`src/rtl/rvc_inst_aligner.sv`:
```
`default_nettype none
// ============================================================================
// Module   : rvc_inst_aligner
// Purpose  : Halfword realignment buffer between fetch and the RVC decoder.
//            Splits word-aligned fetch packets into 16-bit parcels and
//            presents one 16- or 32-bit instruction per cycle with its PC.
// Revision : 1.0 - initial release
// ============================================================================
module rvc_inst_aligner #(
  parameter int unsigned VADDR_WIDTH = 39
) (
  input  logic                   clk,
  input  logic                   rst,
  input  logic                   flush_i,
  input  logic [VADDR_WIDTH-1:0] flush_pc_i,
  input  logic                   fetch_valid_i,
  output logic                   fetch_ready_o,
  input  logic [31:0]            fetch_data_i,
  input  logic [VADDR_WIDTH-1:0] fetch_pc_i,
  output logic                   inst_valid_o,
  input  logic                   inst_ready_i,
  output logic [31:0]            inst_o,
  output logic                   is_rv_o,
  output logic [VADDR_WIDTH-1:0] inst_pc_o
);

  // Parcel buffer, hw_q[0] is the oldest parcel (lowest address).
  logic [15:0]            hw_q [3];
  logic [15:0]            hw_d [3];
  logic [15:0]            hw_sh [3];
  logic [1:0]             count_q, count_d;
  logic [VADDR_WIDTH-1:0] head_pc_q, head_pc_d;
  logic                   skip_lo_q, skip_lo_d;

  logic       pop, push;
  logic [1:0] pop_n, push_n, rem;
  logic [15:0] par_a, par_b;

  // Head decode and handshakes; fetch_ready depends only on registered count.
  always_comb begin
    is_rv_o       = (count_q != 2'd0) && (hw_q[0][1:0] == 2'b11);
    inst_valid_o  = !flush_i && (count_q != 2'd0) && (!is_rv_o || count_q >= 2'd2);
    inst_o        = is_rv_o ? {hw_q[1], hw_q[0]} : {16'h0000, hw_q[0]};
    inst_pc_o     = head_pc_q;
    fetch_ready_o = (count_q <= 2'd1);
    pop           = inst_valid_o && inst_ready_i;
    push          = fetch_valid_i && fetch_ready_o && !flush_i;
    pop_n         = pop ? (is_rv_o ? 2'd2 : 2'd1) : 2'd0;
    push_n        = push ? (skip_lo_q ? 2'd1 : 2'd2) : 2'd0;
    rem           = count_q - pop_n;
    // After a redirect into the upper halfword only [31:16] is kept.
    par_a         = skip_lo_q ? fetch_data_i[31:16] : fetch_data_i[15:0];
    par_b         = fetch_data_i[31:16];
  end

  // Next state: pop shifts the buffer down, push appends after the survivors.
  always_comb begin
    hw_sh = hw_q;
    unique case (pop_n)
      2'd1: begin
        hw_sh[0] = hw_q[1];
        hw_sh[1] = hw_q[2];
      end
      2'd2: begin
        hw_sh[0] = hw_q[2];
      end
      default: ;
    endcase

    hw_d = hw_sh;
    if (push) begin
      for (int i = 0; i < 3; i++) begin
        if (rem == 2'(i)) begin
          hw_d[i] = par_a;
        end else if (!skip_lo_q && (rem + 2'd1) == 2'(i)) begin
          hw_d[i] = par_b;
        end
      end
    end

    count_d   = rem + push_n;
    skip_lo_d = push ? 1'b0 : skip_lo_q;

    head_pc_d = head_pc_q;
    if (pop) begin
      head_pc_d = head_pc_q + (is_rv_o ? VADDR_WIDTH'(4) : VADDR_WIDTH'(2));
    end
    // An empty buffer takes its PC from the incoming packet.
    if (push && rem == 2'd0) begin
      head_pc_d = fetch_pc_i + (skip_lo_q ? VADDR_WIDTH'(2) : VADDR_WIDTH'(0));
    end

    // Redirect discards everything; handshakes were already masked above.
    if (flush_i) begin
      count_d   = 2'd0;
      skip_lo_d = flush_pc_i[1];
    end
  end

  // State registers with asynchronous reset.
  always_ff @(posedge clk or posedge rst) begin
    if (rst) begin
      count_q   <= 2'd0;
      skip_lo_q <= 1'b0;
      head_pc_q <= '0;
      for (int i = 0; i < 3; i++) begin
        hw_q[i] <= 16'h0000;
      end
    end else begin
      count_q   <= count_d;
      skip_lo_q <= skip_lo_d;
      head_pc_q <= head_pc_d;
      for (int i = 0; i < 3; i++) begin
        hw_q[i] <= hw_d[i];
      end
    end
  end

endmodule
`default_nettype wire
```
`config.mk`:
```
export PLATFORM = sky130hd
export DESIGN_NAME = rvc_inst_aligner
export DESIGN_NICKNAME = d
export VERILOG_FILES = /design/src/rtl/rvc_inst_aligner.sv
export SDC_FILE = /design/constraint.sdc
export NUM_CORES = 1
export LEC_CHECK = 0
export CAP_MARGIN = 20
export CORE_ASPECT_RATIO = 0.6
export CORE_MARGIN = 2
export CORE_UTILIZATION = 48
export DETAILED_ROUTE_END_ITERATION = 6
export PLACE_DENSITY = 0.92
export SLEW_MARGIN = 20
export SYNTH_ARGS = -nofsm -noshare
export SYNTH_HDL_FRONTEND = slang
export SYNTH_SLANG_ARGS = --single-unit
export TNS_END_PERCENT = 50
```
`constraint.sdc`:
```
create_clock -name clk -period 3.8 [get_ports clk]
set_input_delay 0.76 -clock clk [delete_from_list [all_inputs] [get_ports clk]]
set_output_delay 0.76 -clock clk [all_outputs]
set_load 0.05 [all_outputs]
```
==> flow_summary_export.csv <==
group,metric,value,unit
cts,cts-resized-gates,0,
timing,setup_viol,0,
timing,worstMarginPinSlew,902,ps
worst_setup_path,endpoint_kind,"register",
power_and_ir_drop,finalPower,6070,uW
global_route,antenna_found_initial,0,
timing,hold_violations,0,
cts,cts.clk_slew.worst_paths,70,ps
synthesis,synth_edf_count,0,
synthesis,synth-seq-area-share,36.5,%
synthesis,synth_top_cell_by_area,"dfrtp_1",
worst_setup_path,worst_path_most_repeated_cell,"nand2_1",
synthesis,synth-seq-cells,90,
floorplanning,die_h,91.8,um
global_route,grt_pass1_vias,5460,
final_layout,layout_common_cells,"clkdlybuf4s50_1 (150), dfrtp_1 (90), nand2_1 (80)",
timing,rsz0062_at_grt,"no",
worst_setup_path,cp_data_required_time,4060,ps
drt,avgViaCountPerCell,5.77,
final_layout,syn_to_final_growth,31.8,%
synthesis,yosysWarnings,0,
cts,cts_sinks,90,
worst_setup_path,path_cells,"clkdlybuf4s50_1 -> nand2b_1 -> a21oi_4 -> nor2b_2 -> ha_1 -> inv_1 -> nor2_1 -> nand2_1 -> nor2_2 -> a22oi_1 -> nand2_1",
synthesis,synth_cell_types,50,
synthesis,ys_async_sr_fraction,100,%
cts,cts-root-buf,"clkbuf_16",
synthesis,yosysTopAreaCellShare,36.5,%
placement,dp_hpwl,13100,um
placement,port_buffers,150,
timing,tns,0,ps
power_and_ir_drop,p_leak,0.00326,uW
timing,drv_slew,0,
timing,post-route-min-period,3420,ps
drt,ant_nets,0,
final_layout,drive_above_1_share,7.39,%
worst_setup_path,critPathLaunchType,"primary input",
global_route,grt_start_max_net_pins,49,
final_layout,num_antenna_cells,0,
synthesis,ys.flop_type,"dfrtp_1",
floorplanning,core,12700,um2
worst_setup_path,path_max_fanout,16,
synthesis,postSynthCellCount,687,
timing,period_share,90.1,%
worst_setup_path,cp.arrival,3690,ps
worst_setup_path,crit_type,"in2reg",
run,maxCapViolCount,0,
final_layout,final_common_cell,"clkdlybuf4s50_1",
synthesis,avgSynthCellArea,8.98,um2
synthesis,post_synth_main_area_contributors,"dfrtp_1 (36%), mux2i_1 (13%), xor2_1 (5.5%), nand2_1 (4.9%), xnor2_1 (4.1%)",
cts,cts-htree-levels,3,
cts,post_cts_buffers,0,
floorplanning,dieArea,13800,um2
timing,max_clock_freq,292,MHz
placement,place_congestion,0.864,
drt,drtIter0Drc,484,
floorplanning,placement_rows,32,
floorplanning,ios,189,
cts,hold_buffers,0,
worst_setup_path,critPathSlowestCell,"nor2_2",
global_route,grt_pass1_wl,28300,um
drt,drt_pre_antenna_iters,5,
global_route,track_usage,26.2,%
synthesis,synthesis.area,6170,um2
status,status,"completed",
worst_hold_path,hold_class,"reg2reg",
cts,cts_buffers,9,
floorplanning,die-width,150,um
drt,drc,0,
power_and_ir_drop,power_density,746,nW/um2
drt,wl_per_cell,17.9,um
floorplanning,start_util,48.6,%
drt,vias,5742,
final_layout,nets,942,
cts,clockBufferDepth,2,
timing,relSlewSlack,39.8,%
drt,wl,17800,um
power_and_ir_drop,irDropWorstVdd,0.000449,V
worst_setup_path,slowest_delay,700,ps
timing,skew,5.49,ps
cts,cts_tree,"yes",
cts,clk_latency,330,ps
global_route,overflow,0,
synthesis,syn_nets,809,
[synthesized netlist by cell type (6+ instances only)]
master	number
a22oi_1	16
nor3_1	14
o22ai_1	16
clkbuf_1	14
nand3_1	22
dfrtp_1	90
ha_1	6
nand2_1	80
inv_1	10
o211ai_1	16
mux2i_1	79
xnor2_1	29
xor2_1	39
and3_1	11
buf_2	13
o21ai_0	19
buf_4	18
nor2_1	52
nand4_1	21
a21oi_1	44
and2_1	22
and4_1	7
[critical path: cells and delay by family]
kind / cells / cell delay (ps)
compound gates: 2 / 250
fa+ha+maj: 1 / 340
buf+inv: 2 / 730
simple gates: 6 / 1590
[registers in the layout, indices dropped and copies added (netlist names)]
register,count
count_q,2
inst_pc_o,39
skip_lo_q,1
hw_q,48
[per-stage QoR]
step / hold WS, ps / instances / cell area [um2] / setup slack (ps) / utilization [%]
after global placement: 462 / 979 / 7850 / 163 / 61.8
after global routing: 489 / 995 / 8130 / 170 / 64.1
after detailed placement: 467 / 979 / 7850 / 128 / 61.8
after CTS: 482 / 995 / 8130 / 439 / 64.1
after floorplan: 497 / 687 / 6170 / 493 / -
final: 479 / 995 / 8130 / 376 / 64.1
[final timing paths]
kind	start	end	slack [ps]	cells after the start
worst min register to register	inst_pc_o[0]	inst_pc_o[0]	480	2
max in group asynchronous	rst	skip_lo_q	2190	3
worst max register to register	count_q[1]	hw_q[32]	570	11
worst max-delay path	flush_i	hw_q[32]	380	11
min in group asynchronous	rst	hw_q[44]	880	2
worst min-delay path	inst_pc_o[0]	inst_pc_o[0]	480	2
[final cells by class]
type	instances	area (um2)
Clock buffer	13	260
Timing Repair Buffer	172	1700
Sequential cell	90	2250
Inverter	10	38.8
Fill cell	1015	4560
Multi-Input combinational cell	537	3640
Clock inverter	3	23.8
Tap cell	170	213
[power by group]
group          internal, uW  total [uW]  switching, uW
registers              1430        1900            466
clock network           481         844            363
logic                  1230        3330           2100
[routing by layer]
metal / track usage, % / share of wire (%) / wire (um) / vias up
met5: 0 / 0 / 0 / -
met4: 5.11 / 0.85 / 152 / 0
met3: 5.72 / 9.0 / 1610 / 19
met2: 37.5 / 42 / 7500 / 271
met1: 40.5 / 48 / 8580 / 2757
li1: - / - / - / 2695
[logic make-up after synthesis]
| kind of cell | share of synthesized area [%] |
|---|---|
| adder cells (fa/ha/maj) | 1.54 |
| XOR/XNOR | 9.91 |
| AND/OR/NAND/NOR | 21.9 |
| flip-flops | 36.5 |
| buffers and inverters | 5.01 |
| AO/OA/AOI/OAI | 12.4 |
| multiplexers | 12.8 |
Note: power is estimated with default switching activity, not from simulation.
